<file path="src/rtl/mem_port_arbiter.sv">
// Two-client (fetch/mem) arbiter onto a single downstream memory port.
// Optional macro ARB_ROUND_ROBIN_EN: round-robin contention instead of mem-first priority.
module mem_port_arbiter #(
    parameter int ADDR_W = 32,
    parameter int DATA_W = 32
) (
    input  logic              clk,
    input  logic              rstn,
    input  logic              fetch_request_enable,
    input  logic              freq_mode,
    input  logic [ADDR_W-1:0] freq_addr,
    input  logic [DATA_W-1:0] freq_wdata,
    input  logic [DATA_W/8-1:0] freq_wstrb,
    output logic              fetch_response_enable,
    output logic [DATA_W-1:0] fresp_data,
    input  logic              mem_request_enable,
    input  logic              mreq_mode,
    input  logic [ADDR_W-1:0] mreq_addr,
    input  logic [DATA_W-1:0] mreq_wdata,
    input  logic [DATA_W/8-1:0] mreq_wstrb,
    output logic              mem_response_enable,
    output logic [DATA_W-1:0] mresp_data,
    output logic              dram_request_enable,
    output logic              dreq_mode,
    output logic [ADDR_W-1:0] dreq_addr,
    output logic [DATA_W-1:0] dreq_wdata,
    output logic [DATA_W/8-1:0] dreq_wstrb,
    input  logic              dram_response_enable,
    input  logic [DATA_W-1:0] dresp_data,
    output logic              busy,
    output logic              arb_err
);
    localparam int STRB_W = DATA_W / 8;

    typedef struct packed {
        logic              mode;
        logic [ADDR_W-1:0] addr;
        logic [DATA_W-1:0] wdata;
        logic [STRB_W-1:0] wstrb;
    } req_t;

    typedef enum logic {IDLE, WAIT} state_t;

    state_t            state_q, state_d;
    logic [1:0]        pend_q, pend_d;
    req_t [1:0]        slot_q, slot_d;
    logic              own_q, own_d;
    req_t              dreq_q, dreq_d;
    logic              dreq_en_q, dreq_en_d;
    logic              fresp_en_q, fresp_en_d;
    logic              mresp_en_q, mresp_en_d;
    logic [DATA_W-1:0] fresp_q, fresp_d;
    logic [DATA_W-1:0] mresp_q, mresp_d;
    logic              err_q, err_d;

    req_t [1:0]        in_req;
    req_t [1:0]        cand_req;
    logic [1:0]        pulse, outst, bad, legal, cand;
    logic              win;

    // Index 0 is fetch, index 1 is mem; own_q/win use the same encoding.
    assign in_req[0] = '{freq_mode, freq_addr, freq_wdata, freq_wstrb};
    assign in_req[1] = '{mreq_mode, mreq_addr, mreq_wdata, mreq_wstrb};
    assign pulse = {mem_request_enable, fetch_request_enable};
    assign outst = (state_q == WAIT) ? {own_q, ~own_q} : 2'b00;
    assign bad   = pulse & (pend_q | outst);
    assign legal = pulse & ~bad;
    assign cand  = pend_q | legal;

`ifdef ARB_ROUND_ROBIN_EN
    logic rr_q, rr_d;

    assign win = (&cand) ? ~rr_q : cand[1];

    always_ff @(posedge clk or negedge rstn) begin
        if (!rstn) rr_q <= 1'b0;
        else       rr_q <= rr_d;
    end
`else
    assign win = cand[1];
`endif

    always_comb begin
        for (int i = 0; i < 2; i++) begin
            cand_req[i] = pend_q[i] ? slot_q[i] : in_req[i];
            slot_d[i]   = legal[i] ? in_req[i] : slot_q[i];
        end
    end

    always_comb begin
        state_d    = state_q;
        pend_d     = pend_q | legal;
        own_d      = own_q;
        dreq_d     = dreq_q;
        dreq_en_d  = 1'b0;
        fresp_en_d = 1'b0;
        mresp_en_d = 1'b0;
        fresp_d    = fresp_q;
        mresp_d    = mresp_q;
        err_d      = err_q | (|bad);
`ifdef ARB_ROUND_ROBIN_EN
        rr_d       = rr_q;
`endif
        unique case (state_q)
            IDLE: begin
                if (dram_response_enable) err_d = 1'b1;
                if (|cand) begin
                    dreq_en_d   = 1'b1;
                    dreq_d      = cand_req[win];
                    own_d       = win;
                    pend_d[win] = 1'b0;
                    state_d     = WAIT;
`ifdef ARB_ROUND_ROBIN_EN
                    rr_d        = win;
`endif
                end
            end
            WAIT: begin
                if (dram_response_enable) begin
                    state_d = IDLE;
                    if (own_q) begin
                        mresp_en_d = 1'b1;
                        mresp_d    = dresp_data;
                    end else begin
                        fresp_en_d = 1'b1;
                        fresp_d    = dresp_data;
                    end
                end
            end
            default: state_d = IDLE;
        endcase
    end

    always_ff @(posedge clk or negedge rstn) begin
        if (!rstn) begin
            state_q    <= IDLE;
            pend_q     <= '0;
            slot_q     <= '0;
            own_q      <= 1'b0;
            dreq_q     <= '0;
            dreq_en_q  <= 1'b0;
            fresp_en_q <= 1'b0;
            mresp_en_q <= 1'b0;
            fresp_q    <= '0;
            mresp_q    <= '0;
            err_q      <= 1'b0;
        end else begin
            state_q    <= state_d;
            pend_q     <= pend_d;
            slot_q     <= slot_d;
            own_q      <= own_d;
            dreq_q     <= dreq_d;
            dreq_en_q  <= dreq_en_d;
            fresp_en_q <= fresp_en_d;
            mresp_en_q <= mresp_en_d;
            fresp_q    <= fresp_d;
            mresp_q    <= mresp_d;
            err_q      <= err_d;
        end
    end

    assign dram_request_enable   = dreq_en_q;
    assign dreq_mode             = dreq_q.mode;
    assign dreq_addr             = dreq_q.addr;
    assign dreq_wdata            = dreq_q.wdata;
    assign dreq_wstrb            = dreq_q.wstrb;
    assign fetch_response_enable = fresp_en_q;
    assign mem_response_enable   = mresp_en_q;
    assign fresp_data            = fresp_q;
    assign mresp_data            = mresp_q;
    assign busy                  = (state_q == WAIT);
    assign arb_err               = err_q;
endmodule

</file>
<file path="config.mk">
export PLATFORM = sky130hd
export DESIGN_NAME = mem_port_arbiter
export DESIGN_NICKNAME = d
export VERILOG_FILES = /design/src/rtl/mem_port_arbiter.sv
export SDC_FILE = /design/constraint.sdc
export NUM_CORES = 1
export LEC_CHECK = 0
export BUFFER_PORTS_ARGS = -buffer_cell sky130_fd_sc_hd__buf_4
export CAP_MARGIN = 20
export CORE_MARGIN = 8
export CORE_UTILIZATION = 25
export CTS_BUF_LIST = sky130_fd_sc_hd__clkbuf_2 sky130_fd_sc_hd__clkbuf_4 sky130_fd_sc_hd__clkbuf_8
export DETAILED_ROUTE_END_ITERATION = 12
export SETUP_SLACK_MARGIN = 0.1
export SYNTH_ARGS = -nofsm -noshare
export SYNTH_HDL_FRONTEND = slang
export SYNTH_SLANG_ARGS = --single-unit
</file>
<file path="constraint.sdc">
create_clock -name clk -period 1.6 [get_ports clk]
set_clock_uncertainty 0.1 [all_clocks]
set_input_delay 0.48 -clock clk [delete_from_list [all_inputs] [get_ports clk]]
set_output_delay 0.48 -clock clk [all_outputs]
set_load 0.05 [all_outputs]
</file>
==> results.txt, run 1 <==
----------------------------------------------------
[Outcome]
  Outcome ... finished, violations left
  Violations in the final reports ... negative setup slack

[Yosys]
  Flop and latch count out of synthesis ... 279
  Average cell area after synthesis ... 12.7 um2
  Top-area cell type share of the netlist area ... 53.9%
  Share of async-settable or async-resettable flops after synthesis ... 100%
  Synth top cells by count ... sky130_fd_sc_hd__dfrtp_1, sky130_fd_sc_hd__mux2_2, sky130_fd_sc_hd__o21ai_0
  Post-synthesis net count ... 1193
  Synthesized area ... 0.0129 mm2
  Dominant cell type by area after synthesis ... sky130_fd_sc_hd__dfrtp_1
  Leading cell types by total area after synthesis ... sky130_fd_sc_hd__dfrtp_1, sky130_fd_sc_hd__mux2_2, sky130_fd_sc_hd__a2111oi_0
  Number of warning messages in the yosys log ... 0
  Number of flops mapped to enable cells by yosys ... 0
  Cell variety after synth ... 28
  Post-synthesis cell count ... 1018
  Proportion of synthesized chip area in sequential cells ... 53.9%
  Synth Flop Type ... sky130_fd_sc_hd__dfrtp_1
  Most frequent cell after synthesis ... sky130_fd_sc_hd__dfrtp_1

[Floorplanning]
  Chip height ... 244 um
  Site Rows ... 83
  Initial standard-cell utilization of the core ... 25.2%
  Ports placed on the boundary ... 313
  Die width ... 244 um
  Total Die Area ... 0.0593 mm2
  CORE AREA ... 0.0513 mm2

[Pwr]
  Reg power frac ... 23.6%
  Part of the total power dissipated in combinational logic ... 63.0%
  Total power divided by cell area ... 2330 mW/mm2
  Fraction of power spent switching nets ... 42.7%
  Internal power ... 33300 uW
  Leak Pwr ... 0.0107 uW
  Worst vdd rail ir drop ... 1030 uV
  P_sw ... 24800 uW
  Clock share of power ... 13.3%
  Tot Pwr ... 58100 uW

[Route]
  Count of vias placed by the detailed router ... 11.9k
  Routed Antenna Nets ... 0
  DRC violations left ... 0
  Number of iterations in the first detailed-routing pass ... 5
  Vias per std cell ... 4.88
  Drt total wl ... 57400 um
  Initial DRC count ... 710
  Wire per inst ... 23.5 um

[Setup path]
  Maximum cell stage delay along the critical path ... 0.49 ns
  Buffers and inverters on the worst path ... 2
  CP Capture Type ... primary output
  Most used cell, CP ... sky130_fd_sc_hd__buf_8
  Cells on worst reg2reg path ... 7
  Critical-path maximum fanout ... 2
  CP top delay family ... flip-flops
  Worst-path cell with the longest stage delay ... sky130_fd_sc_hd__dfrtp_4
  Required time at the worst-slack endpoint ... 1.02 ns
  Worst-path cell chain ... buf_8 -> buf_8
  Reg2Reg Launch Point ... busy
  Kind of launch point of the worst setup path ... flop
  Reg-to-reg slack, setup ... -0.34 ns
  Class of the most critical setup path ... flop to primary output
  Arrival time worst endpoint ... 1.37 ns
  RR Endpoint ... slot_q[126]

[Timing]
  Max-Slew Margin vs Limit ... 64.7%
  Final critical-path share of the clock period ... 122%
  Crit path setup slack, layout ... -0.351 ns
  Setup repair after global routing missed its margin ... true
  Number of endpoints with negative hold slack in the final report ... 0
  Worst slew pin tran ... 0.517 ns
  Upper clock frequency limit ... 512 MHz
  Crit path time final ... 1.95 ns
  Setup violators final ... 414
  Count of final max-slew check failures ... 0

[Clock network]
  Clock latency on the worst-skew pair ... 0.61 ns
  Depth of the CTS H-tree ... 2
  Cell chosen for the clock root ... sky130_fd_sc_hd__clkbuf_8
  Max clock buf depth ... 3
  Clock Sinks ... 279
  CTS tree ... built
  Clk slew on worst S/H paths ... 0.06 ns
  Number of CTS-inserted buffers ... 53

[Placed design]
  Dpl cells ... 2016
  Final HPWL DP ... 30900 um
  Quantity of I/O buffers inserted on ports ... 312
  Gp weighted congestion ... 0.801

[Layout]
  Final net count ... 1891
  Fraction of layout instances using a drive strength above 1 ... 64.9%
  Growth of design area from synthesis to finish ... 92.6%
  Number of standard cells in the layout, taps in and fillers out ... 2442

[GRT]
  All-Layer GR Usage ... 17.7%
  Vias in the first global route ... 13.0k
  Maximum number of pins on one net before global-route repair ... 45
  Wire length of the first global-routing pass ... 82400 um
  Aggregate global routing overflow ... 0
  Number of antenna violations at the first check in global routing ... 5

[Worst hold path]
  Instance count along the most critical hold path ... 3
  Worst Hold End ... arb_err
  Hold_sp ... fetch_request_enable
  Hold WC Path Type ... input pin to flop

[Run]
  Max-cap violations ... 0

----------------------------------------------------
-- power by group through the flow --
stage,registers [uW],clock network [uW],logic (uW)
after floorplan,18300,0,10000
after detailed placement,13000,0,23600
after CTS,13400,7950,33100
after global placement,12800,0,23300
final,13700,7760,36600
after global routing,14100,8350,38100
-- layout by cell type (no fill, tap or decap), drive strengths merged, types with 4 or more instances in the layout --
cell	count
clkbuf	96
clkinv	8
and2b	12
dfrtp	279
a21oi	70
a2111oi	69
buf	552
o21ai	73
o31ai	69
diode	4
mux2	271
nor2b	58
inv	6
dlygate4sd3	172
-- worst register-to-register path, cell delays in order (launching register included) --
cell and delay (ns):
sky130_fd_sc_hd__dfrtp_4 0.49, sky130_fd_sc_hd__buf_6 0.15, sky130_fd_sc_hd__and2_4 0.14, sky130_fd_sc_hd__nand3b_4 0.19, sky130_fd_sc_hd__buf_12 0.17, sky130_fd_sc_hd__buf_12 0.14, sky130_fd_sc_hd__buf_12 0.14, sky130_fd_sc_hd__mux2_4 0.31
-- final cells by class --
class,count,area [um2]
flip-flops and latches,279,7000
clock buffers,85,1070
multi-input cells,639,7610
well taps,680,851
inverters,6,30.0
clock inverters,12,115
fillers,4248,26400
diodes,4,10.0
repair buffers,737,8250
-- timing repair --
item,in CTS,in global routing
setup buffers,58,52
pin swaps,56,16
cloned,37,12
hold buffers,172,0
hold endpoints to repair,227,0
resized for setup,465,142
endpoints found under the setup margin,411,417
-- state kept, by name (all words and copies together), names as in the netlist --
| signal | cells |
|---|---|
| own_q | 1 |
| mresp_data | 32 |
| dreq_wstrb | 4 |
| busy | 1 |
| pend_q | 2 |
| arb_err | 1 |
| slot_q | 138 |
| fetch_response_enable | 1 |
| dreq_wdata | 32 |
| mem_response_enable | 1 |
| dram_request_enable | 1 |
| fresp_data | 32 |
| dreq_addr | 32 |
| dreq_mode | 1 |
-- through the flow --
step	setup WS, ns	area [um2]	util, %	hold WS (ns)	TNS (ns)
3_5_place_dp	-0.344	17200	33.4	0.360	-38.55
6_report	-0.351	24900	48.6	0.115	-80.49
3_3_place_gp	-0.329	17200	33.4	0.362	-34.91
4_1_cts	-0.413	23600	46.1	0.0451	-110.38
2_1_floorplan	-0.114	13400	-	0.0844	-13.14
5_1_grt	-0.424	24900	48.6	0.0761	-101.37
-- metal layers --
metal / global-route usage, % / up-vias / routed length, um
met5: 0 / - / 11
met4: 6.61 / 2 / 1920
met3: 4.28 / 128 / 3280
met2: 30.5 / 468 / 29100
met1: 21.3 / 6093 / 23100
li1: - / 5235 / -
-- cells by family after synthesis --
group	synth area share [%]
flip-flops	53.9
buffers and inverters	3.80
AO/OA/AOI/OAI	14.6
AND/OR/NAND/NOR	4.10
multiplexers	23.6
-- worst max path at each step --
stage                             from        endpoint  slack (ns)  cells after the start
floorplan                         busy     slot_q[126]       -0.11                      5
global placement    mem_request_enable  dreq_wdata[18]       -0.33                      5
detailed placement  mem_request_enable   dreq_addr[10]       -0.34                      6
CTS                               busy            busy       -0.41                      2
global route                      busy            busy       -0.42                      2
finish                            busy            busy       -0.35                      2
Note: power is estimated with default switching activity, not from simulation.
==> run 2, diff against run 1 <==
PLACE_DENSITY = 0.52   (was not set)
==> results.txt, run 2 (synthesis results as in run 1) <==
----------------------------------------------------
[GRT]
  Vias in the first global route ... 12.1k
  Maximum number of pins on one net before global-route repair ... 59
  Number of antenna violations at the first check in global routing ... 0
  Aggregate global routing overflow ... 0
  All-Layer GR Usage ... 16.3%
  Wire length of the first global-routing pass ... 75700 um

[Route]
  Routed Antenna Nets ... 0
  DRC violations left ... 0
  Vias per std cell ... 4.68
  Number of iterations in the first detailed-routing pass ... 6
  Wire per inst ... 21.3 um
  Count of vias placed by the detailed router ... 11.0k
  Initial DRC count ... 446
  Drt total wl ... 49900 um

[Floorplanning]
  Ports placed on the boundary ... 313
  Die width ... 244 um
  Site Rows ... 83
  CORE AREA ... 0.0513 mm2
  Total Die Area ... 0.0593 mm2
  Initial standard-cell utilization of the core ... 25.2%
  Chip height ... 244 um

[Timing]
  Max-Slew Margin vs Limit ... 72.1%
  Upper clock frequency limit ... 508 MHz
  Setup repair after global routing missed its margin ... true
  Crit path time final ... 1.97 ns
  Sum Neg Setup Slack ... -74.88 ns
  Worst slew pin tran ... 0.408 ns
  Count of final max-slew check failures ... 0
  Crit path setup slack, layout ... -0.370 ns
  Final critical-path share of the clock period ... 123%
  Number of endpoints with negative hold slack in the final report ... 0
  Setup violators final ... 412

[Layout]
  Register with the highest flop count ... slot_q
  Final net count ... 1794
  Commonest non-fill, non-tap cell in the layout ... sky130_fd_sc_hd__dfrtp_1
  Largest register FFs ... 138
  Growth of design area from synthesis to finish ... 74.0%
  Filler Cells Inserted ... 4694
  Number of standard cells in the layout, taps in and fillers out ... 2342
  Fraction of layout instances using a drive strength above 1 ... 58.0%
  Most frequent cells in the layout ... sky130_fd_sc_hd__dfrtp_1, sky130_fd_sc_hd__buf_4, sky130_fd_sc_hd__mux2_2, sky130_fd_sc_hd__dlygate4sd3_1, sky130_fd_sc_hd__buf_6

[Setup path]
  Arrival time worst endpoint ... 1.39 ns
  Critical-path maximum fanout ... 2
  Class of the most critical setup path ... flop to primary output
  Required time at the worst-slack endpoint ... 1.02 ns
  CP Capture Type ... primary output
  Kind of launch point of the worst setup path ... flop

[Placed design]
  Dpl cells ... 2013
  Quantity of I/O buffers inserted on ports ... 312
  Final HPWL DP ... 31000 um
  Gp weighted congestion ... 0.753

[Run]
  Max-cap violations ... 0

[Clock network]
  Cell chosen for the clock root ... sky130_fd_sc_hd__clkbuf_8
  Depth of the CTS H-tree ... 2
  Number of CTS-inserted buffers ... 52
  Clock Sinks ... 279
  Clk slew on worst S/H paths ... 0.06 ns
  CTS tree ... built
  Clock latency on the worst-skew pair ... 0.62 ns
  Max clock buf depth ... 3

[Outcome]
  Violations in the final reports ... negative setup slack
  Outcome ... finished, violations left

[Pwr]
  Fraction of power spent switching nets ... 42.3%
  Part of the total power dissipated in combinational logic ... 58.2%
  Total power divided by cell area ... 2270 mW/mm2
  Internal power ... 29500 uW
  Leak Pwr ... 0.00970 uW
  Clock share of power ... 15.5%
  P_sw ... 21700 uW
  Reg power frac ... 26.3%
  Worst vdd rail ir drop ... 1100 uV

[Worst hold path]
  Hold WC Path Type ... input pin to flop

----------------------------------------------------
[run 2: changes by cell type in the layout (fill, tap and decap cells not counted), sizes merged]
cell,before,now
bufinv,2,3
a21bo,2,1
bufbuf,2,4
clkbuf,96,84
buf,552,466
diode,4,1
or2,2,1
[run 2: worst paths after layout]
kind | start | end | slack (ns) | cells after the start
setup / recovery | busy | busy | -0.37 | 2
hold / removal | fetch_request_enable | arb_err | 0.21 | 4
setup reg to reg | busy | slot_q[128] | -0.36 | 6
hold reg to reg | slot_q[89] | slot_q[89] | 0.40 | 1
max in group asynchronous | rstn | slot_q[103] | 0.52 | 3
min in group asynchronous | rstn | dreq_wdata[8] | 0.24 | 2
[run 2: area by class of cell]
cell class,count,area [um2],share of cell area [%]
inverters,6,23.8,0.106
clock buffers,83,1050,4.68
diodes,1,2.50,0.0111
clock inverters,13,149,0.661
multi-input cells,637,6660,29.6
well taps,680,851,3.78
flip-flops and latches,279,6990,31.1
repair buffers,643,6790,30.1
[run 2: critical path, stage by stage, from the launching register on]
cell and delay, ns:
sky130_fd_sc_hd__dfrtp_4 0.49, sky130_fd_sc_hd__buf_12 0.14, sky130_fd_sc_hd__buf_12 0.14
[run 2: power by group through the flow]
stage	combinational [uW]	clock (uW)	sequential, uW
6_report	29800	7910	13500
5_1_grt	31400	8530	13900
4_1_cts	28700	8210	13300
3_5_place_dp	23700	0	12900
3_3_place_gp	23500	0	12800
2_1_floorplan	10000	0	18300
[run 2: repair_timing]
action | in CTS | in global routing
gates resized for setup | 296 | 83
pin swaps | 6 | 5
hold buffers | 172 | 0
buffers inserted | 39 | 4
setup endpoints to repair | 414 | 415
endpoints found under the hold margin | 482 | 0
gates cloned | 16 | 1
[run 2: routing by layer]
metal  part of all wire (%)  wire [um]  global-route usage (%)  vias to the layer above
li1                       -          -                       -                     5030
met1                     46      22700                    21.9                     5536
met2                     47      23400                    26.0                      326
met3                    5.7       2840                    3.77                       66
met4                    2.0        974                    4.64                        0
met5                      0          0                       0                        -
[run 2: through the flow]
| step | instance area, um2 | setup WS, ns | hold WS, ns | power (uW) | util [%] |
|---|---|---|---|---|---|
| 2_1_floorplan | 13400 | -0.114 | 0.0844 | 28400 | - |
| 3_3_place_gp | 17100 | -0.381 | 0.276 | 36300 | 33.3 |
| 3_5_place_dp | 17100 | -0.415 | 0.274 | 36600 | 33.3 |
| 4_1_cts | 22000 | -0.455 | 0.130 | 50200 | 42.8 |
| 5_1_grt | 22500 | -0.445 | 0.188 | 53800 | 43.9 |
| 6_report | 22500 | -0.370 | 0.207 | 51200 | 43.9 |
